<file path="config.mk">
export PLATFORM = sky130hd
export DESIGN_NAME = bcd_display_feeder
export DESIGN_NICKNAME = d
export VERILOG_FILES = /design/src/rtl/bcd_display_feeder_pkg.sv /design/src/rtl/bcd_display_feeder_dabble_step.sv /design/src/rtl/bcd_display_feeder.sv
export SDC_FILE = /design/constraint.sdc
export NUM_CORES = 1
export LEC_CHECK = 0
export BUFFER_PORTS_ARGS = -buffer_cell sky130_fd_sc_hd__buf_2
export CORE_AREA = 8 8 86 88
export DETAILED_ROUTE_END_ITERATION = 10
export DIE_AREA = 0 0 94 96
export PLACE_DENSITY = 0.66
export SLEW_MARGIN = 20
export SYNTH_ARGS = -nofsm -noshare
export SYNTH_HDL_FRONTEND = slang
export SYNTH_HIERARCHICAL = 1
export SYNTH_SLANG_ARGS = --single-unit
</file>
<file path="constraint.sdc">
create_clock -name clk -period 2.08 [get_ports clk]
set_clock_uncertainty 0.2 [all_clocks]
set_input_delay 0.104 -clock clk [delete_from_list [all_inputs] [get_ports clk]]
set_output_delay 0.104 -clock clk [all_outputs]
set_load 0.01 [all_outputs]
</file>
<file path="src/rtl/bcd_display_feeder_pkg.sv">
// Shared definitions for the BCD display feeder: FSM encoding,
// the error digit, and a helper for the largest value DIGITS can show.
package bcd_display_feeder_pkg;

  typedef enum logic {
    IDLE  = 1'b0,
    SHIFT = 1'b1
  } state_t;

  localparam logic [3:0] DISP_ERR_DIGIT = 4'hE;

  // Largest decimal value representable in 'digits' BCD digits (10^digits - 1).
  function automatic int unsigned bcd_max(input int unsigned digits);
    int unsigned p;
    p = 1;
    for (int unsigned i = 0; i < digits; i++) begin
      p = p * 10;
    end
    return p - 1;
  endfunction

endpackage

</file>
<file path="src/rtl/bcd_display_feeder_dabble_step.sv">
// One double-dabble iteration: add 3 to each BCD digit >= 5, then shift the
// accumulator left by one, bringing in the next binary bit at the bottom.
module bcd_display_feeder_dabble_step #(
  parameter int unsigned DIGITS = 4
) (
  input  logic [4*DIGITS-1:0] bcd,
  input  logic                msb,
  output logic [4*DIGITS-1:0] bcd_next
);

  logic [4*DIGITS-1:0] adj;

  // Per-digit add-3 correction followed by the one-bit shift.
  always_comb begin
    adj = bcd;
    for (int unsigned i = 0; i < DIGITS; i++) begin
      if (bcd[4*i +: 4] >= 4'd5) begin
        adj[4*i +: 4] = bcd[4*i +: 4] + 4'd3;
      end
    end
    // The carry out of the top digit is dropped; it only occurs on overflow.
    bcd_next = {adj[4*DIGITS-2:0], msb};
  end

endmodule

</file>
<file path="src/rtl/bcd_display_feeder.sv">
// Feeds a 4-digit seven-segment driver: converts a binary operand to packed
// BCD one bit per clock (or passes raw hex through) and issues a one-cycle
// write strobe with the result.
module bcd_display_feeder
  import bcd_display_feeder_pkg::*;
#(
  parameter int unsigned BIN_WIDTH = 14,
  parameter int unsigned DIGITS    = 4
) (
  input  logic                clk,
  input  logic                rst,
  input  logic [4*DIGITS-1:0] i_data,
  input  logic                i_hex_mode,
  input  logic                i_valid,
  output logic                o_ready,
  output logic [4*DIGITS-1:0] o_data,
  output logic                o_we,
  output logic                o_overflow
);

  localparam int unsigned CNT_W   = $clog2(BIN_WIDTH + 1);
  localparam logic [31:0] MAX_VAL = 32'(bcd_max(DIGITS));

  state_t               state, state_next;
  logic [BIN_WIDTH-1:0] bin_q;
  logic [4*DIGITS-1:0]  bcd_q, bcd_next;
  logic [CNT_W-1:0]     cnt;
  logic                 ovf_q;
  logic                 accept, last_shift, ovf_in;

  assign accept     = i_valid && o_ready;
  assign last_shift = (state == SHIFT) && (cnt == CNT_W'(BIN_WIDTH - 1));
  assign ovf_in     = 32'(i_data[BIN_WIDTH-1:0]) > MAX_VAL;

  bcd_display_feeder_dabble_step #(
    .DIGITS(DIGITS)
  ) u_step (
    .bcd     (bcd_q),
    .msb     (bin_q[BIN_WIDTH-1]),
    .bcd_next(bcd_next)
  );

  // State register.
  always_ff @(posedge clk) begin
    if (rst) state <= IDLE;
    else     state <= state_next;
  end

  // Next-state logic: BCD requests enter SHIFT, the last shift returns to IDLE.
  always_comb begin
    state_next = state;
    case (state)
      IDLE:    if (accept && !i_hex_mode) state_next = SHIFT;
      SHIFT:   if (last_shift)            state_next = IDLE;
      default: state_next = IDLE;
    endcase
  end

  // Ready only when idle and out of reset.
  always_comb begin
    o_ready = (state == IDLE) && !rst;
  end

  // Datapath: operand capture, shift/accumulate, and registered outputs.
  always_ff @(posedge clk) begin
    if (rst) begin
      bin_q      <= '0;
      bcd_q      <= '0;
      cnt        <= '0;
      ovf_q      <= 1'b0;
      o_data     <= '0;
      o_we       <= 1'b0;
      o_overflow <= 1'b0;
    end else begin
      o_we <= 1'b0;
      case (state)
        IDLE: begin
          if (accept) begin
            if (i_hex_mode) begin
              o_data     <= i_data;
              o_overflow <= 1'b0;
              o_we       <= 1'b1;
            end else begin
              bin_q <= i_data[BIN_WIDTH-1:0];
              bcd_q <= '0;
              cnt   <= '0;
              ovf_q <= ovf_in;
            end
          end
        end
        SHIFT: begin
          bcd_q <= bcd_next;
          bin_q <= bin_q << 1;
          cnt   <= cnt + 1'b1;
          if (last_shift) begin
            o_data     <= ovf_q ? {DIGITS{DISP_ERR_DIGIT}} : bcd_next;
            o_overflow <= ovf_q;
            o_we       <= 1'b1;
          end
        end
        default: ;
      endcase
    end
  end

endmodule

</file>
==> results of run 1 <==
[metal layers]
metal	vias to the layer above	part of all wire, %	global-route usage (%)
li1	1239	-	-
met3	8	3.6	3.59
met4	0	1.6	6.61
met1	1175	46	19.4
met5	-	0	0
met2	47	49	27.3
[power by group]
group          internal, W  switching (W)
Clock             0.000355       0.000340
Sequential         0.00107      0.0000273
Combinational     0.000109       0.000163
Total              0.00154       0.000530
[worst min-delay path by stage]
stage,end,depth (start not counted),start,slack (ns)
finish,o_data[14],4,i_data[14],0.06
floorplan,ovf_q,2,i_data[13],0.06
global placement,bin_q[1],3,i_data[1],0.20
global route,bin_q[2],4,i_hex_mode,0.08
detailed placement,bin_q[1],3,i_data[1],0.19
CTS,bin_q[1],4,i_hex_mode,0.05
[worst min-delay path, cell delays in order]
cell      delay [ns]
buf_2           0.08
or2_2           0.09
o311ai_0        0.11
a21oi_1         0.15
[cells in the final DEF (no fill, tap or decap), types with 2 or more instances in the layout]
| cell | instances |
|---|---|
| o21ai_1 | 4 |
| a311oi_1 | 12 |
| a31oi_1 | 2 |
| a221oi_1 | 4 |
| buf_4 | 7 |
| o221ai_1 | 4 |
| o311ai_0 | 2 |
| nand3_1 | 19 |
| clkbuf_8 | 5 |
| nor2b_1 | 2 |
| or2_2 | 2 |
| a21oi_2 | 10 |
| nand2b_1 | 9 |
| dlygate4sd3_1 | 16 |
| buf_12 | 2 |
| dfxtp_1 | 54 |
| a21oi_1 | 24 |
| xnor2_1 | 4 |
| o21ai_0 | 5 |
| o221ai_2 | 6 |
| inv_1 | 9 |
| buf_2 | 38 |
| ha_1 | 10 |
| clkinv_2 | 2 |
| mux2i_1 | 6 |
| nor2_1 | 29 |
| nand2_1 | 70 |
| nor3_1 | 8 |
[cell type report]
type | instances | share of cell area [%]
multi-input combinational | 241 | 45.3
sequential | 54 | 33.5
timing repair buffer | 63 | 13.7
tap | 77 | 2.98
clock buffer | 5 | 2.13
clock inverter | 3 | 1.24
inverter | 10 | 1.16
[kinds of logic (layout without fill, tap and decap cells)]
family / count (synthesis) / in the layout / synth area share, %
simple gates: 144 / 144 / 23.2
buf+inv: 34 / 81 / 6.49
compound gates: 77 / 77 / 22.4
mux: 6 / 6 / 2.21
fa+ha+maj: 10 / 10 / 4.60
flops: 54 / 54 / 39.7
xor+xnor: 4 / 4 / 1.29
[synthesized netlist by cell type]
master,count,share of area (%)
nor2_1,29,4.0
clkbuf_1,8,1.1
o311ai_0,2,0.64
a311oi_1,12,3.9
buf_2,9,1.7
nand3b_1,1,0.28
or2_2,2,0.46
and4_4,1,0.41
nor2_4,1,0.41
o21ai_0,5,0.92
a311oi_2,1,0.55
o221ai_2,6,3.3
a31oi_1,2,0.46
nor3_1,8,1.5
nand2b_1,9,2.1
nor4_1,1,0.23
a221oi_1,4,1.3
a21oi_2,10,3.2
nor2b_1,2,0.46
mux2i_1,6,2.2
ha_1,10,4.6
nand2_1,70,9.7
nand3_1,19,3.5
nor3b_1,1,0.28
inv_2,1,0.14
o21ai_1,4,0.74
dfxtp_1,54,40
a21oi_1,24,4.4
buf_4,4,1.1
a31o_4,1,0.64
xnor2_1,4,1.3
a41oi_1,1,0.32
inv_1,9,1.2
buf_6,3,1.2
o221ai_1,4,1.3
a31oi_4,1,0.78
[flip-flops by register name, indices dropped and copies added (netlist names)]
signal and flops:
bcd_q 16, bin_q 14, cnt 4, o_data 16, o_overflow 1, o_we 1
ovf_q 1, state 1
[stage by stage]
step	instance area, um^2	setup slack, ns	std cells	power [W]	hold slack (ns)
2_1_floorplan	2720	0.410	329	0.00128	0.0550
6_report	3230	0.216	453	0.00207	0.0581
3_5_place_dp	2960	0.235	429	0.00137	0.194
4_1_cts	3230	0.217	453	0.00209	0.0485
3_3_place_gp	2960	0.257	429	0.00137	0.199
5_1_grt	3230	0.0869	453	0.00217	0.0815
==> flow_metrics.py, run 1 <==
metrics = {
    "grt": {
        "grt_max_degree": 55,
        "grt_usage_pct": 16.1,
        "grt_antenna_before_repair": 0,
        "grt_pass1_vias": 2501,
        "grt_pass1_wl_um": 11800,
        "grt_overflow": 0,
    },
    "critical_path": {
        "endpoint_kind": "flop",
        "crit_end": "o_data[2]",
        "reg2regPathDepth": 7,
        "critPathLaunch": "bcd_q[1]",
        "cp_cell_sequence": "inv_1, ha_1, nand2b_1, a21oi_2, mux2i_1, o221ai_1, a21oi_1",
        "worstPathRequired_ns": 2.12,
        "r2r-end": "o_data[2]",
        "start_kind": "flop",
        "worstSetupPathType": "reg2reg",
        "reg2reg_slack_ns": 0.22,
        "path_depth": 7,
        "critical_path_arrival_ns": 1.90,
        "cp_slowest_cell": "dfxtp_1",
        "worst-path-buf-inv": 1,
        "max_stage_delay_ns": 0.36,
        "r2r_start": "bcd_q[1]",
        "path_max_fanout": 3,
        "cpLargestDelayFamily": "compound AO/OA/AOI/OAI gates",
    },
    "synthesis": {
        "syn_inst": 329,
        "yosys_warnings": 6,
        "synth-seq-cells": 54,
        "syn_area_per_cell_um2": 8.27,
        "synth_nets": 359,
        "netlist_area_mm2": 0.00272,
        "ys_types": 36,
        "synth_seq_area_share_pct": 39.7,
    },
    "clock_network": {
        "clock_sinks": 54,
        "htreeDepth": 2,
        "insertion_delay_ns": 0.31,
        "clk_pin_slew_ns": 0.10,
        "clockBufferDepth": 2,
        "ctsHoldBuffers": 16,
        "cts_tree": "yes",
        "cts_buffers": 5,
        "root_buffer": "clkbuf_8",
        "cts_setup_buffers": 0,
        "cts_resized": 0,
    },
    "place": {
        "hpwl_um": 4740,
        "portBuffers": 38,
        "place.gp.congestion": 0.785,
    },
    "sta": {
        "hold_violations": 0,
        "fmax_mhz": 537,
        "rsz0062_at_grt": "no",
        "tns_ns": 0,
        "tightestPinTransition_ns": 0.622,
        "maxSlewViolCount": 0,
        "slew_headroom_pct": 58.5,
        "min_period_ns": 1.86,
        "fin_crit_sh_pct": 89.6,
        "setup_viol": 0,
    },
    "finish": {
        "final_nets": 405,
        "diodes": 0,
        "final_util_pct": 53.0,
        "regArea_mm2": 0.00108,
        "drive_gt1_share_pct": 21.0,
        "multi_input_area_mm2": 0.00146,
        "synthToLayoutAreaGrowth_pct": 18.7,
        "final.fill_count": 587,
    },
    "die": {
        "rows": 29,
        "die_y_um": 96,
        "start_util_pct": 44.6,
        "die_area_mm2": 0.00902,
        "chipWidth_um": 94,
        "core-area_mm2": 0.00610,
        "io_pins": 39,
    },
    "route": {
        "drt_iter0_drc": 179,
        "drcViolationCount": 0,
        "vias_per_cell": 5.45,
        "drt-pass1-iter-count": 4,
        "num_vias": 2469,
        "postRouteAntennaNets": 0,
        "wl_per_cell_um": 15.4,
        "routed_wl_um": 6960,
    },
    "pwr": {
        "leakage_nw": 1.24,
        "p_per_area_mw_per_mm2": 640,
        "ir_drop_mv": 0.393,
    },
    "min_path": {
        "hold_path_class": "in2reg",
    },
    "outcome": {
        "status": "finished, final reports clean",
    },
    "job": {
        "maxCapViolations": 0,
    },
}
Note: power is estimated with default switching activity, not from simulation.
==> run 2, diff against run 1 <==
--- a/config.mk
+++ b/config.mk
@@ -6,10 +6,9 @@
 export NUM_CORES = 1
 export LEC_CHECK = 0
 export BUFFER_PORTS_ARGS = -buffer_cell sky130_fd_sc_hd__buf_2
-export CORE_AREA = 8 8 86 88
+export CORE_AREA = 8 8 98 100
 export DETAILED_ROUTE_END_ITERATION = 10
-export DIE_AREA = 0 0 94 96
-export PLACE_DENSITY = 0.66
+export DIE_AREA = 0 0 106 108
 export SLEW_MARGIN = 20
 export SYNTH_ARGS = -nofsm -noshare
 export SYNTH_HDL_FRONTEND = slang
==> run 2 against run 1 <==
Against the previous run:
- setup slack improved by 0.015 ns
- largest cell class unchanged
- sequential share of layout area decreased by 0.80 points
- first-iteration DRC count decreased by 5.6%
- die area increased by 27%
- power increased by 8.3%
- clock-buffer cell count increased by 1
- register-to-register slack about the same
- combinational power about the same
- via count increased by 0.85%
- sequential power about the same
- final cell count increased by 6.8%
- non-clock buffer count increased by 3
==> flow_metrics.py, run 2 (same netlist as run 1, synthesis figures left out) <==
metrics = {
    "outcome": {
        "status": "finished, final reports clean",
    },
    "min_path": {
        "hold_depth": 4,
        "hold_start": "i_data[14]",
        "hold_path_class": "in2reg",
    },
    "finish": {
        "layout_commonest_cell": "nand2_1",
        "largestRegisters": "bcd_q (16), o_data (16), bin_q (14)",
        "drive_gt1_share_pct": 21.6,
        "final.fill_count": 829,
        "stdcell_area_mm2": 0.00331,
        "final_nets": 408,
        "final_cell_mix": "nand2_1, dfxtp_1, buf_2",
        "final_cells": 484,
        "final_util_pct": 41.1,
        "diodes": 0,
        "synthToLayoutAreaGrowth_pct": 21.6,
    },
    "place": {
        "dpl_cell_area_mm2": 0.00298,
        "place.gp.congestion": 0.789,
        "hpwl_um": 5040,
        "portBuffers": 38,
        "dp_cells": 458,
    },
    "clock_network": {
        "cts_tree": "yes",
        "root_buffer": "clkbuf_8",
        "clockBufferDepth": 2,
        "htreeDepth": 2,
        "insertion_delay_ns": 0.31,
        "cts_buffers": 5,
        "clock_sinks": 54,
        "clk_pin_slew_ns": 0.11,
    },
    "route": {
        "vias_per_cell": 5.14,
        "drt_iter0_drc": 169,
        "drt-pass1-iter-count": 4,
        "drcViolationCount": 0,
        "wl_per_cell_um": 14.8,
        "num_vias": 2490,
        "postRouteAntennaNets": 0,
        "routed_wl_um": 7170,
    },
    "critical_path": {
        "path_max_fanout": 3,
        "critPathLaunch": "bcd_q[1]",
        "r2r_start": "bcd_q[1]",
        "reg2reg_slack_ns": 0.23,
        "start_kind": "flop",
        "critical_path_arrival_ns": 1.89,
        "worstPathRequired_ns": 2.12,
        "reg2regPathDepth": 7,
        "endpoint_kind": "flop",
        "worstSetupPathType": "reg2reg",
    },
    "pwr": {
        "finalPower_w": 0.00224,
        "p_per_area_mw_per_mm2": 677,
        "ir_drop_mv": 0.358,
        "leakage_nw": 1.26,
    },
    "sta": {
        "tns_ns": 0,
        "fin_crit_sh_pct": 88.9,
        "hold_violations": 0,
        "rsz0062_at_grt": "no",
        "min_period_ns": 1.85,
        "tightestPinTransition_ns": 0.615,
        "slew_headroom_pct": 59.0,
        "maxSlewViolCount": 0,
        "setup_viol": 0,
        "fmax_mhz": 541,
    },
    "grt": {
        "grt_max_degree": 55,
        "grt_pass1_wl_um": 12100,
        "grt_overflow": 0,
        "grt_antenna_before_repair": 0,
        "grt_pass1_vias": 2358,
        "grt_usage_pct": 12.9,
    },
    "die": {
        "die_y_um": 108,
        "die_area_mm2": 0.0114,
        "core-area_mm2": 0.00805,
        "start_util_pct": 33.8,
        "chipWidth_um": 106,
        "io_pins": 39,
        "rows": 33,
    },
    "job": {
        "maxCapViolations": 0,
    },
}
-- run 2: cell count changes in the layout (fill, tap and decap cells not counted), sizes merged --
cell	before	now
buf	47	50
bufinv	1	2
clkbuf	5	6
clkinv	2	0
-- run 2: area by class of cell --
type                    instances  area (um^2)  area share, %
clock inverters                 2         60.1           1.82
flip-flops and latches         54         1080           32.7
well taps                     105          131           3.97
multi-input cells             241         1460           44.2
repair buffers                 66          453           13.7
inverters                      10         37.5           1.13
clock buffers                   6         82.6           2.50
-- run 2: path summary, 6_finish.rpt --
path                                    to
worst max-delay path             o_data[2]
worst min-delay path            o_data[14]
worst max register to register   o_data[2]
worst min register to register   o_data[1]
-- run 2: critical path, stage by stage (launching register included) --
cell      delay, ns
dfxtp_1        0.36
inv_1          0.08
ha_1           0.17
nand2b_1       0.17
a21oi_2        0.20
mux2i_1        0.30
o221ai_1       0.14
a21oi_1        0.16
-- run 2: metrics by stage --
step,hold WS (ns),setup WS [ns]
floorplan,0.0550,0.410
global placement,0.194,0.208
detailed placement,0.199,0.172
CTS,0.0426,0.160
global route,0.109,0.0541
finish,0.0518,0.231
-- run 2: per-layer routing --
metal,vias up,routed length [um],global-route usage (%)
li1,1247,-,-
met1,1199,3360,16.6
met2,39,3440,21.5
met3,5,316,2.86
met4,0,56,3.02
met5,-,0,0
-- run 2: timing repair --
action | in CTS | in global routing
hold buffers | 16 | 0
endpoints found under the setup margin | 0 | 1
buffers inserted | 0 | 2
endpoints found under the hold margin | 28 | 0
resized for setup | 0 | 0
-- run 2: where the power goes --
part           switching [W]  total (W)  internal, W
Sequential         0.0000286    0.00110      0.00107
Clock               0.000351   0.000865     0.000514
Combinational       0.000163   0.000272     0.000109
Total               0.000543    0.00224      0.00170
==> run 3, diff against run 2 <==
--- a/config.mk
+++ b/config.mk
@@ -9,6 +9,7 @@
 export CORE_AREA = 8 8 98 100
 export DETAILED_ROUTE_END_ITERATION = 10
 export DIE_AREA = 0 0 106 108
+export REMOVE_ABC_BUFFERS = 1
 export SLEW_MARGIN = 20
 export SYNTH_ARGS = -nofsm -noshare
 export SYNTH_HDL_FRONTEND = slang
==> constraint.sdc (replaced) <==
create_clock -name clk -period 2.1 [get_ports clk]
set_clock_uncertainty 0.2 [all_clocks]
set_input_delay 0.105 -clock clk [delete_from_list [all_inputs] [get_ports clk]]
set_output_delay 0.105 -clock clk [all_outputs]
set_load 0.01 [all_outputs]
==> run 3 against run 2 <==
Against the previous run:
- sequential share of layout area increased by 0.20 points
- via count is 2.7% lower
- routed wire length decreased by 5.2%
- critical endpoint is now o_data[13]
- highest routed layer unchanged
- maximum frequency down 0.63%
- combinational power about the same
- critical path type unchanged
- power decreased by 2.6%
- critical path depth is the same
- utilization down 0.25 points
- setup slack gained 0.0082 ns
- worst hold slack improved by 0.015 ns
- final cell count down 0.41%
==> flow_metrics.py, run 3 (same netlist as run 1, synthesis figures left out) <==
metrics = {
    "grt": {
        "grt_usage_pct": 12.2,
        "grt_pass1_vias": 2414,
        "grt_pass1_wl_um": 11400,
        "grt_max_degree": 55,
        "grt_antenna_before_repair": 0,
        "grt_overflow": 0,
    },
    "pwr": {
        "p_sw_share_pct": 24.4,
        "power_frac_comb_pct": 12.3,
        "clkPwrFrac_pct": 37.8,
        "ir_drop_mv": 0.250,
        "p_sw_w": 0.000532,
        "power.internal_w": 0.00165,
        "leakage_nw": 1.25,
        "pwr-share-seq_pct": 49.9,
        "p_per_area_mw_per_mm2": 663,
    },
    "finish": {
        "synthToLayoutAreaGrowth_pct": 20.9,
        "largestRegisters": "bcd_q (16), o_data (16), bin_q (14)",
        "final_cells": 482,
        "layout_commonest_cell": "nand2_1",
        "final_util_pct": 40.8,
        "drive_gt1_share_pct": 21.2,
        "final.fill_count": 845,
        "multi_input_area_mm2": 0.00146,
        "stdcell_area_mm2": 0.00329,
        "final_nets": 406,
        "regArea_mm2": 0.00108,
        "diodes": 0,
        "final_cell_mix": "nand2_1, dfxtp_1, buf_2",
    },
    "sta": {
        "fmax_mhz": 537,
        "slew_headroom_pct": 56.9,
        "tightestPinTransition_ns": 0.646,
        "rsz0062_at_grt": "no",
        "fin_crit_sh_pct": 88.6,
        "maxSlewViolCount": 0,
        "min_period_ns": 1.86,
        "hold_violations": 0,
        "setup_viol": 0,
    },
    "critical_path": {
        "r2r-end": "o_data[13]",
        "cp_cell_sequence": "inv_1, ha_1, nand2b_1, a21oi_2, xnor2_1, o311ai_0, a21oi_1",
        "path_max_fanout": 3,
        "max_stage_delay_ns": 0.38,
        "critical_path_arrival_ns": 1.83,
        "r2r_start": "bcd_q[13]",
        "worstPathRequired_ns": 2.07,
        "cpLargestDelayFamily": "compound AO/OA/AOI/OAI gates",
        "reg2reg_slack_ns": 0.24,
        "worst-path-buf-inv": 1,
        "endpoint_kind": "flop",
        "start_kind": "flop",
        "cp_slowest_cell": "o311ai_0",
        "reg2regPathDepth": 7,
        "worstSetupPathType": "reg2reg",
        "path_depth": 7,
    },
    "clock_network": {
        "clock_sinks": 54,
        "clk_pin_slew_ns": 0.10,
        "clockBufferDepth": 2,
        "cts_tree": "yes",
        "insertion_delay_ns": 0.31,
        "cts_setup_buffers": 0,
        "root_buffer": "clkbuf_8",
        "cts_buffers": 5,
        "htreeDepth": 2,
    },
    "die": {
        "start_util_pct": 33.8,
        "core-area_mm2": 0.00805,
        "rows": 33,
        "die_area_mm2": 0.0114,
        "chipWidth_um": 106,
        "die_y_um": 108,
        "io_pins": 39,
    },
    "route": {
        "drt-pass1-iter-count": 4,
        "drt_iter0_drc": 189,
        "drcViolationCount": 0,
        "top_layer_used": "met4",
        "vias_per_cell": 5.02,
        "postRouteAntennaNets": 0,
        "route.met2.wl_um": 3200,
        "num_vias": 2422,
        "routedLengthMet1_um": 3120,
        "wl_met3_um": 405,
        "routed_wl_um": 6800,
        "wl_per_cell_um": 14.1,
    },
    "min_path": {
        "hold_depth": 4,
        "min_to": "o_data[14]",
        "hold_path_class": "in2reg",
        "hold_start": "i_data[14]",
    },
    "job": {
        "maxCapViolations": 0,
    },
    "outcome": {
        "status": "finished, final reports clean",
    },
    "place": {
        "place.gp.congestion": 0.751,
        "dpl_cell_area_mm2": 0.00299,
        "dp_cells": 458,
        "portBuffers": 38,
        "hpwl_um": 4660,
    },
}
[run 3: cell types whose count changed in the layout (fill, tap and decap cells not counted)]
cell	previous run	this run
buf_4	11	9
clkbuf_8	6	5
clkinv_4	0	1
[run 3: worst max-delay path by stage]
stage	end	from	slack, ns
floorplan	o_data[0]	state	-0.29
finish	o_data[13]	bcd_q[13]	0.24
detailed placement	o_data[13]	bcd_q[13]	0.24
global route	o_data[13]	bcd_q[13]	0.09
global placement	o_data[13]	bcd_q[13]	0.29
CTS	o_data[13]	bcd_q[13]	0.22
[run 3: cell type report]
type                    instances  share of cell area [%]
well taps                     105                    4.00
inverters                      10                    1.14
multi-input cells             241                    44.5
flip-flops and latches         54                    32.9
clock inverters                 3                    2.09
repair buffers                 64                    13.3
clock buffers                   5                    2.09
[run 3: per-layer routing]
metal	vias to the layer above	GRT usage (%)
met2	52	20.7
met1	1120	14.8
met3	4	3.15
met5	-	0
met4	0	3.62
li1	1246	-
[run 3: timing repair]
| action | 4_1_cts | 5_1_grt |
|---|---|---|
| hold endpoints to repair | 27 | 0 |
| gates resized for setup | 0 | 0 |
| hold buffers | 16 | 0 |
[run 3: per-stage QoR]
step | setup slack [ns] | TNS [ns] | hold WS (ns) | total power (W)
final | 0.239 | 0 | 0.0665 | 0.00218
after global routing | 0.0917 | 0 | 0.0872 | 0.00227
after CTS | 0.220 | 0 | 0.0793 | 0.00221
after detailed placement | 0.237 | 0 | 0.205 | 0.00136
after global placement | 0.288 | 0 | 0.194 | 0.00136
after floorplan | -0.290 | -4.58 | -0.0326 | 0.00123
[run 3: power groups by stage]
stage               Combinational (W)  Clock [W]  Sequential (W)
finish                       0.000269   0.000823         0.00109
global route                 0.000297   0.000884         0.00109
CTS                          0.000272   0.000847         0.00109
detailed placement           0.000249          0         0.00111
global placement             0.000246          0         0.00111
floorplan                    0.000112          0         0.00112
[run 3: worst min-delay path: stages]
cell and delay, ns:
buf_2 0.08, or2_2 0.09, o311ai_0 0.12, a21oi_1 0.15
